### src/rtl/render_pkg.sv
// render_pkg
// Shared constants for the grid renderer: the default board geometry inside
// the 160x120 frame buffer, the 3-bit palette and the FSM state encoding.
// No ports; imported by the renderer top level.
package render_pkg;

  // Board geometry: an 8x8 board of CELL_PX-square cells whose top-left pixel
  // sits at (ORIGIN_X, ORIGIN_Y). Every board pixel is drawn once per frame.
  localparam int CELL_PX      = 12;
  localparam int ORIGIN_X     = 32;
  localparam int ORIGIN_Y     = 12;
  localparam int BOARD_PX     = 8 * CELL_PX;
  localparam int FRAME_PIXELS = BOARD_PX * BOARD_PX;

  // Palette
  localparam logic [2:0] COL_EMPTY  = 3'b000;
  localparam logic [2:0] COL_LINE   = 3'b111;
  localparam logic [2:0] COL_FILLED = 3'b001;
  localparam logic [2:0] COL_OVER   = 3'b100;
  localparam logic [2:0] COL_B1     = 3'b110;
  localparam logic [2:0] COL_B2     = 3'b011;
  localparam logic [2:0] COL_B3     = 3'b101;

  typedef enum logic [1:0] {
    IDLE = 2'd0,
    DRAW = 2'd1,
    FIN  = 2'd2
  } state_t;

endpackage

### src/rtl/grid_renderer_if.sv
// grid_renderer_if
// Frame-control handshake plus the pixel write bus into the VGA frame buffer.
//   start      : request one frame draw (driven by the top level)
//   busy, done : frame in progress / one-cycle end-of-frame pulse
//   vga_x/y    : pixel coordinate, vga_colour : 3-bit colour
//   vga_plot   : write strobe for the frame buffer
// master = renderer side, slave = top level / frame buffer side.
interface grid_renderer_if;
  logic       start;
  logic [7:0] vga_x;
  logic [6:0] vga_y;
  logic [2:0] vga_colour;
  logic       vga_plot;
  logic       busy;
  logic       done;

  modport master (
    input  start,
    output vga_x, vga_y, vga_colour, vga_plot, busy, done
  );

  modport slave (
    output start,
    input  vga_x, vga_y, vga_colour, vga_plot, busy, done
  );
endinterface

### src/rtl/block_cell_hit.sv
// block_cell_hit
// Combinational test of whether a block bitmap placed with its origin at
// cell (by, bx) covers board cell (r, c).
//   bitmap : 64-bit block shape, bit row*8+col
//   bx, by : block origin column / row
//   r, c   : board cell row / column being drawn
//   hit    : 1 when the block covers the cell
module block_cell_hit (
  input  logic [63:0] bitmap,
  input  logic [2:0]  bx,
  input  logic [2:0]  by,
  input  logic [2:0]  r,
  input  logic [2:0]  c,
  output logic        hit
);

  logic [2:0] dr;
  logic [2:0] dc;

  // Offsets into the block are only meaningful when the cell lies at or
  // below/right of the origin; the compare guards against the 3-bit
  // subtraction wrapping around to a bogus index.
  assign dr  = r - by;
  assign dc  = c - bx;
  assign hit = (r >= by) && (c >= bx) && bitmap[{dr, dc}];

endmodule

### src/rtl/grid_renderer.sv
// grid_renderer
// Draws the 8x8 game board into the 160x120 frame buffer, one pixel per clock,
// from a snapshot of the game state taken when the frame starts.
//   clk, reset         : clock, asynchronous active-low reset
//   bus (master)       : start/busy/done handshake and vga_x/y/colour/plot
//   game_grid          : board occupancy, bit r*8+c
//   game_over          : recolour occupied cells
//   block1..3          : block bitmaps, same indexing as game_grid
//   blockN_x, blockN_y : origin cell of each block
module grid_renderer #(
  parameter int         CELL_PX    = render_pkg::CELL_PX,
  parameter int         ORIGIN_X   = render_pkg::ORIGIN_X,
  parameter int         ORIGIN_Y   = render_pkg::ORIGIN_Y,
  parameter logic [2:0] COL_EMPTY  = render_pkg::COL_EMPTY,
  parameter logic [2:0] COL_LINE   = render_pkg::COL_LINE,
  parameter logic [2:0] COL_FILLED = render_pkg::COL_FILLED,
  parameter logic [2:0] COL_OVER   = render_pkg::COL_OVER,
  parameter logic [2:0] COL_B1     = render_pkg::COL_B1,
  parameter logic [2:0] COL_B2     = render_pkg::COL_B2,
  parameter logic [2:0] COL_B3     = render_pkg::COL_B3
) (
  input  logic        clk,
  input  logic        reset,
  grid_renderer_if.master bus,
  input  logic [63:0] game_grid,
  input  logic        game_over,
  input  logic [63:0] block1,
  input  logic [63:0] block2,
  input  logic [63:0] block3,
  input  logic [2:0]  block1_x,
  input  logic [2:0]  block1_y,
  input  logic [2:0]  block2_x,
  input  logic [2:0]  block2_y,
  input  logic [2:0]  block3_x,
  input  logic [2:0]  block3_y
);

  import render_pkg::*;

  state_t state;

  // Raster position: cell and sub-pixel within the cell, plus running screen
  // coordinates kept in step so no multiplier is needed.
  logic [2:0] cell_c;
  logic [2:0] cell_r;
  logic [3:0] sub_x;
  logic [3:0] sub_y;
  logic [7:0] cur_x;
  logic [6:0] cur_y;

  // Snapshot of the game state for the frame being drawn
  logic [63:0] snap_grid;
  logic        snap_over;
  logic [63:0] snap_b1;
  logic [63:0] snap_b2;
  logic [63:0] snap_b3;
  logic [2:0]  snap_b1x;
  logic [2:0]  snap_b1y;
  logic [2:0]  snap_b2x;
  logic [2:0]  snap_b2y;
  logic [2:0]  snap_b3x;
  logic [2:0]  snap_b3y;

  logic       hit1;
  logic       hit2;
  logic       hit3;
  logic [2:0] pix_colour;
  logic       sub_x_last;
  logic       sub_y_last;
  logic       frame_last;

  block_cell_hit u_hit1 (
    .bitmap (snap_b1), .bx (snap_b1x), .by (snap_b1y),
    .r (cell_r), .c (cell_c), .hit (hit1)
  );

  block_cell_hit u_hit2 (
    .bitmap (snap_b2), .bx (snap_b2x), .by (snap_b2y),
    .r (cell_r), .c (cell_c), .hit (hit2)
  );

  block_cell_hit u_hit3 (
    .bitmap (snap_b3), .bx (snap_b3x), .by (snap_b3y),
    .r (cell_r), .c (cell_c), .hit (hit3)
  );

  assign sub_x_last = (sub_x == 4'(CELL_PX - 1));
  assign sub_y_last = (sub_y == 4'(CELL_PX - 1));
  assign frame_last = sub_x_last && sub_y_last && (cell_c == 3'd7) && (cell_r == 3'd7);

  // Colour of the pixel under the current raster position. Grid lines sit on
  // sub-pixel row/column 0 of every cell and beat everything; block1 has the
  // highest overlay priority, then block2, block3, then the board itself.
  always_comb begin
    pix_colour = COL_EMPTY;
    if (sub_x == 4'd0 || sub_y == 4'd0) begin
      pix_colour = COL_LINE;
    end else if (hit1) begin
      pix_colour = COL_B1;
    end else if (hit2) begin
      pix_colour = COL_B2;
    end else if (hit3) begin
      pix_colour = COL_B3;
    end else if (snap_grid[{cell_r, cell_c}]) begin
      pix_colour = snap_over ? COL_OVER : COL_FILLED;
    end
  end

  // Frame FSM. IDLE waits for start and snapshots the game state; DRAW emits
  // one registered pixel per clock in row-major order across the whole board;
  // FIN drops the strobe and pulses done. Reset aborts a frame outright, so an
  // interrupted frame never reports done.
  always_ff @(posedge clk or negedge reset) begin
    if (!reset) begin
      state          <= IDLE;
      cell_c         <= '0;
      cell_r         <= '0;
      sub_x          <= '0;
      sub_y          <= '0;
      cur_x          <= '0;
      cur_y          <= '0;
      snap_grid      <= '0;
      snap_over      <= 1'b0;
      snap_b1        <= '0;
      snap_b2        <= '0;
      snap_b3        <= '0;
      snap_b1x       <= '0;
      snap_b1y       <= '0;
      snap_b2x       <= '0;
      snap_b2y       <= '0;
      snap_b3x       <= '0;
      snap_b3y       <= '0;
      bus.vga_x      <= '0;
      bus.vga_y      <= '0;
      bus.vga_colour <= '0;
      bus.vga_plot   <= 1'b0;
      bus.busy       <= 1'b0;
      bus.done       <= 1'b0;
    end else begin
      case (state)
        IDLE: begin
          bus.done     <= 1'b0;
          bus.vga_plot <= 1'b0;
          if (bus.start) begin
            snap_grid <= game_grid;
            snap_over <= game_over;
            snap_b1   <= block1;
            snap_b2   <= block2;
            snap_b3   <= block3;
            snap_b1x  <= block1_x;
            snap_b1y  <= block1_y;
            snap_b2x  <= block2_x;
            snap_b2y  <= block2_y;
            snap_b3x  <= block3_x;
            snap_b3y  <= block3_y;
            cell_c    <= '0;
            cell_r    <= '0;
            sub_x     <= '0;
            sub_y     <= '0;
            cur_x     <= 8'(ORIGIN_X);
            cur_y     <= 7'(ORIGIN_Y);
            bus.busy  <= 1'b1;
            state     <= DRAW;
          end
        end

        DRAW: begin
          bus.vga_x      <= cur_x;
          bus.vga_y      <= cur_y;
          bus.vga_colour <= pix_colour;
          bus.vga_plot   <= 1'b1;
          if (!sub_x_last) begin
            sub_x <= sub_x + 4'd1;
            cur_x <= cur_x + 8'd1;
          end else begin
            sub_x <= '0;
            if (cell_c != 3'd7) begin
              cell_c <= cell_c + 3'd1;
              cur_x  <= cur_x + 8'd1;
            end else begin
              // End of a screen line: back to the left edge of the board
              cell_c <= '0;
              cur_x  <= 8'(ORIGIN_X);
              cur_y  <= cur_y + 7'd1;
              if (sub_y_last) begin
                sub_y  <= '0;
                cell_r <= cell_r + 3'd1;
              end else begin
                sub_y <= sub_y + 4'd1;
              end
            end
          end
          if (frame_last) begin
            state <= FIN;
          end
        end

        FIN: begin
          bus.vga_plot <= 1'b0;
          bus.done     <= 1'b1;
          bus.busy     <= 1'b0;
          state        <= IDLE;
        end

        default: begin
          state <= IDLE;
        end
      endcase
    end
  end

endmodule
### src/flat_wrapper.sv
// flat-port wrapper written by rule: the top's interface ports become plain ports
module grid_renderer_flat import render_pkg::*;
#(
  parameter int         CELL_PX    = render_pkg::CELL_PX,
  parameter int         ORIGIN_X   = render_pkg::ORIGIN_X,
  parameter int         ORIGIN_Y   = render_pkg::ORIGIN_Y,
  parameter logic [2:0] COL_EMPTY  = render_pkg::COL_EMPTY,
  parameter logic [2:0] COL_LINE   = render_pkg::COL_LINE,
  parameter logic [2:0] COL_FILLED = render_pkg::COL_FILLED,
  parameter logic [2:0] COL_OVER   = render_pkg::COL_OVER,
  parameter logic [2:0] COL_B1     = render_pkg::COL_B1,
  parameter logic [2:0] COL_B2     = render_pkg::COL_B2,
  parameter logic [2:0] COL_B3     = render_pkg::COL_B3
)
  (clk, reset, game_grid, game_over, block1, block2, block3, block1_x, block1_y, block2_x, block2_y, block3_x, block3_y, bus_start, bus_vga_x, bus_vga_y, bus_vga_colour, bus_vga_plot, bus_busy, bus_done);
  grid_renderer_if bus_i ();
  input  logic clk;
  input  logic reset;
  input  logic [63:0] game_grid;
  input  logic game_over;
  input  logic [63:0] block1;
  input  logic [63:0] block2;
  input  logic [63:0] block3;
  input  logic [2:0] block1_x;
  input  logic [2:0] block1_y;
  input  logic [2:0] block2_x;
  input  logic [2:0] block2_y;
  input  logic [2:0] block3_x;
  input  logic [2:0] block3_y;
  input wire logic [$bits(bus_i.start)-1:0] bus_start;
  output wire logic [$bits(bus_i.vga_x)-1:0] bus_vga_x;
  output wire logic [$bits(bus_i.vga_y)-1:0] bus_vga_y;
  output wire logic [$bits(bus_i.vga_colour)-1:0] bus_vga_colour;
  output wire logic [$bits(bus_i.vga_plot)-1:0] bus_vga_plot;
  output wire logic [$bits(bus_i.busy)-1:0] bus_busy;
  output wire logic [$bits(bus_i.done)-1:0] bus_done;
  assign bus_i.start = bus_start;
  assign bus_vga_x = bus_i.vga_x;
  assign bus_vga_y = bus_i.vga_y;
  assign bus_vga_colour = bus_i.vga_colour;
  assign bus_vga_plot = bus_i.vga_plot;
  assign bus_busy = bus_i.busy;
  assign bus_done = bus_i.done;
  grid_renderer #(.CELL_PX(CELL_PX), .ORIGIN_X(ORIGIN_X), .ORIGIN_Y(ORIGIN_Y), .COL_EMPTY(COL_EMPTY), .COL_LINE(COL_LINE), .COL_FILLED(COL_FILLED), .COL_OVER(COL_OVER), .COL_B1(COL_B1), .COL_B2(COL_B2), .COL_B3(COL_B3)) u_core (.clk(clk), .reset(reset), .bus(bus_i), .game_grid(game_grid), .game_over(game_over), .block1(block1), .block2(block2), .block3(block3), .block1_x(block1_x), .block1_y(block1_y), .block2_x(block2_x), .block2_y(block2_y), .block3_x(block3_x), .block3_y(block3_y));
endmodule
### config.mk
export PLATFORM = sky130hd
export DESIGN_NAME = grid_renderer_flat
export DESIGN_NICKNAME = d
export VERILOG_FILES = /design/src/rtl/render_pkg.sv /design/src/rtl/grid_renderer_if.sv /design/src/rtl/block_cell_hit.sv /design/src/rtl/grid_renderer.sv /design/src/flat_wrapper.sv
export SDC_FILE = /design/constraint.sdc
export NUM_CORES = 1
export LEC_CHECK = 0
export BUFFER_PORTS_ARGS = -buffer_cell sky130_fd_sc_hd__buf_2
export CAP_MARGIN = 5
export CORE_MARGIN = 4
export CORE_UTILIZATION = 50
export DETAILED_ROUTE_END_ITERATION = 8
export GPL_TIMING_DRIVEN = 0
export MAX_ROUTING_LAYER = met4
export PLACE_DENSITY = 0.71
export SLEW_MARGIN = 10
export SYNTH_ARGS = -nofsm -noshare
export SYNTH_HDL_FRONTEND = slang
export SYNTH_HIERARCHICAL = 1
export SYNTH_SLANG_ARGS = --single-unit
### constraint.sdc
create_clock -name clk -period 9.6 [get_ports clk]
set_input_delay 1.92 -clock clk [delete_from_list [all_inputs] [get_ports clk]]
set_output_delay 1.92 -clock clk [all_outputs]
set_load 0.01 [all_outputs]
==> impl_metrics.py <==
metrics = {
    "outcome": {
        "status": "finished clean",
    },
    "synthesis": {
        "async_reset_ff_share_pct": 100,
        "synth_top_area_share_pct": 51.6,
        "synth_top_area_cell": "dfrtp_1",
        "synth_cell_type_count": 54,
        "syn_area_um2": 15900,
        "yosys-top-cells-count": "nand2_1 (936), dfrtp_1 (327), buf_2 (65)",
        "ys_warn_count": 6,
        "synth.avg_cell_area_um2": 9.25,
        "synth_ff_type": "dfrtp_1",
        "yosysMostFrequentCell": "nand2_1",
        "seq_area_frac_synth_pct": 51.6,
        "syn_inst": 1715,
        "synth_nets": 2027,
        "synth_area_leaders": "dfrtp_1 (52%), nand2_1 (22%), mux4_1 (5.5%)",
        "synth_edf_count": 0,
        "synth_seq_cells": 327,
    },
    "routing": {
        "first_pass_iters": 4,
        "drtIter0Drc": 716,
        "wl_um": 41200,
        "post_drt_wl_per_cell_um": 16.6,
        "vias": 12700,
        "viasPerCell": 5.13,
        "drc": 0,
        "ant_nets": 0,
    },
    "timing": {
        "setup_viol": 0,
        "whs_ns": 0.465,
        "rsz0062_at_grt": "no",
        "tightest_slew_ns": 0.757,
        "max_freq_ghz": 0.253,
        "maxSlewHeadroom_pct": 49.1,
        "hold_violations": 0,
        "drv_slew": 0,
        "fin_setup_tns_ns": 0,
        "min_period_over_period_pct": 41.2,
        "finalCriticalPeriod_ns": 3.96,
        "finClkSkew_ns": 0.0163,
    },
    "setup_path": {
        "crit_buf_inv": 2,
        "worst-setup-path-type": "reg2reg",
        "cp-end-kind": "register",
        "critPathTopFamily": "simple AND/OR/NAND/NOR gates",
        "cp.arrival_ns": 4.35,
        "cp.required_ns": 9.99,
        "slowest_delay_ns": 0.68,
        "cp-start-kind": "register",
        "cpMaxStageDelayCell": "nor4_2",
        "critPathMaxFanout": 7,
        "crit_chain": "inv_1 -> ha_1 -> inv_1 -> fa_1 -> xnor2_1 -> nand2_1 -> nand3_1 -> nand4_2 -> a311o_1 -> nor4_2 -> nand2b_1 -> a41oi_1 -> a31oi_1 -> nand2_1",
    },
    "grt": {
        "track_usage_pct": 24.4,
        "grt_first_pass_wirelength_um": 65000,
        "antenna_found_initial": 5,
        "grt_pass1_vias": 12800,
        "grt_max_degree": 95,
        "grt_overflow": 0,
    },
    "clock_tree": {
        "path_clk_slew_ns": 0.06,
        "cts_buffers": 38,
        "cts_tree": "yes",
        "post_cts_resized": 0,
        "cts_setup_buffers": 0,
        "insertion_delay_ns": 0.52,
        "clk_path_buf_depth": 3,
        "cts.sinks": 327,
        "clockRootBuffer": "clkbuf_16",
        "cts_hold_buf": 0,
        "htreeDepth": 2,
    },
    "floorplan": {
        "initial_core_util_pct": 51.3,
        "die_x_um": 186,
        "fp.dieH_um": 186,
        "pin_count": 299,
        "fp.coreArea_um2": 30900,
        "dieArea_um2": 34600,
        "num_rows": 64,
    },
    "placement": {
        "io_buffers": 298,
        "gp_congestion": 0.835,
        "dp_hpwl_um": 30600,
    },
    "power": {
        "vdd_ir_drop_max_mv": 0.144,
        "p_per_area_nw_per_um2": 249,
        "p_leak_uw": 0.0104,
    },
    "finish": {
        "drive_gt1_share_pct": 23.4,
        "area_growth_pct": 21.8,
        "nets": 2368,
    },
    "hold_path": {
        "hold_class": "reg2reg",
    },
    "job": {
        "timing.max_cap.violations": 0,
    },
}
## power by group
part	internal (uW)	switching, uW
registers	1580	156
logic	733	807
clock network	971	569
total	3280	1530
## final timing paths
kind	from	endpoint	slack, ns	cells past startpoint
max reg2reg	u_core/cell_c[0]	u_core/bus.vga_colour[2]	5.64	14
min in group asynchronous	reset	u_core/snap_b3[13]	1.33	1
max	u_core/cell_c[0]	u_core/bus.vga_colour[2]	5.64	14
min reg2reg	u_core/bus.vga_x[3]	u_core/bus.vga_x[3]	0.46	2
max in group asynchronous	reset	u_core/snap_b1[43]	6.98	3
min	u_core/bus.vga_x[3]	u_core/bus.vga_x[3]	0.46	2
## tightest hold or removal path: cells and delay by family (launching register included)
kind	cells	cell delay (ns)
DFF	1	0.33
and+or+nand+nor	2	0.10
## area by class of cell
class / instances / area (um2)
Antenna cell: 6 / 15.0
Multi-Input combinational cell: 1256 / 7050
Sequential cell: 327 / 8180
Inverter: 41 / 154
Buffer: 91 / 483
Clock inverter: 15 / 209
Clock buffer: 52 / 1150
Fill cell: 2666 / 11600
Tap cell: 396 / 495
Timing Repair Buffer: 301 / 1580
## state kept, by name, indices dropped and copies added, names as in the netlist, 4 cells and up
name / flops
u_core/bus.vga_x: 8
u_core/bus.vga_y: 7
u_core/cur_x: 8
u_core/cur_y: 7
u_core/snap_b1: 64
u_core/snap_b2: 64
u_core/snap_b3: 64
u_core/snap_grid: 64
u_core/sub_x: 4
u_core/sub_y: 4
## cell families (layout without fill, tap and decap cells)
logic type	after synthesis	after routing	synth area share [%]
buffers and inverters	132	500	4.01
DFF	327	327	51.6
adders and majority gates	34	34	2.97
xor gates and xnor gates	21	21	1.30
AOI/OAI and AO/OA	70	70	2.91
and+or+nand+nor	1052	1052	26.9
muxes	79	79	10.4
other	0	6	0
## per-layer routing
metal	track usage [%]	up-vias	routed length, um
met2	39.6	304	20000
met3	3.21	63	1980
met4	6.41	0	929
li1	-	6254	-
met5	-	-	0
met1	33.0	6125	18300
## cell usage in the layout, fill, tap and decap left out, types with 4 or more instances in the layout
cell / count
a21boi_0: 6
a21oi_1: 6
a22oi_1: 5
a31oi_1: 11
buf_2: 362
buf_6: 8
bufinv_16: 5
clkbuf_1: 21
clkbuf_16: 41
clkbuf_8: 8
clkinv_2: 8
dfrtp_1: 327
diode_2: 6
fa_1: 6
ha_1: 28
inv_1: 41
mux2i_1: 19
mux4_1: 33
mux4_2: 25
nand2_1: 936
nand2b_1: 4
nand3_1: 18
nand4_1: 11
nand4b_1: 7
nor2_1: 32
nor2b_1: 6
nor3_1: 7
o21ai_0: 26
xnor2_1: 13
xor2_1: 5
## through the flow
step	cell area (um2)	std cells	setup slack [ns]	total power, uW	util, %
2_1_floorplan	15900	1715	6.47	2830	-
3_3_place_gp	17900	2409	0.427	3270	57.8
3_5_place_dp	17900	2412	5.66	3300	58.1
4_1_cts	19300	2479	5.64	4870	62.4
5_1_grt	19300	2484	5.32	5100	62.5
6_report	19300	2485	5.64	4820	62.5
Power figures use the tool's default switching activity.
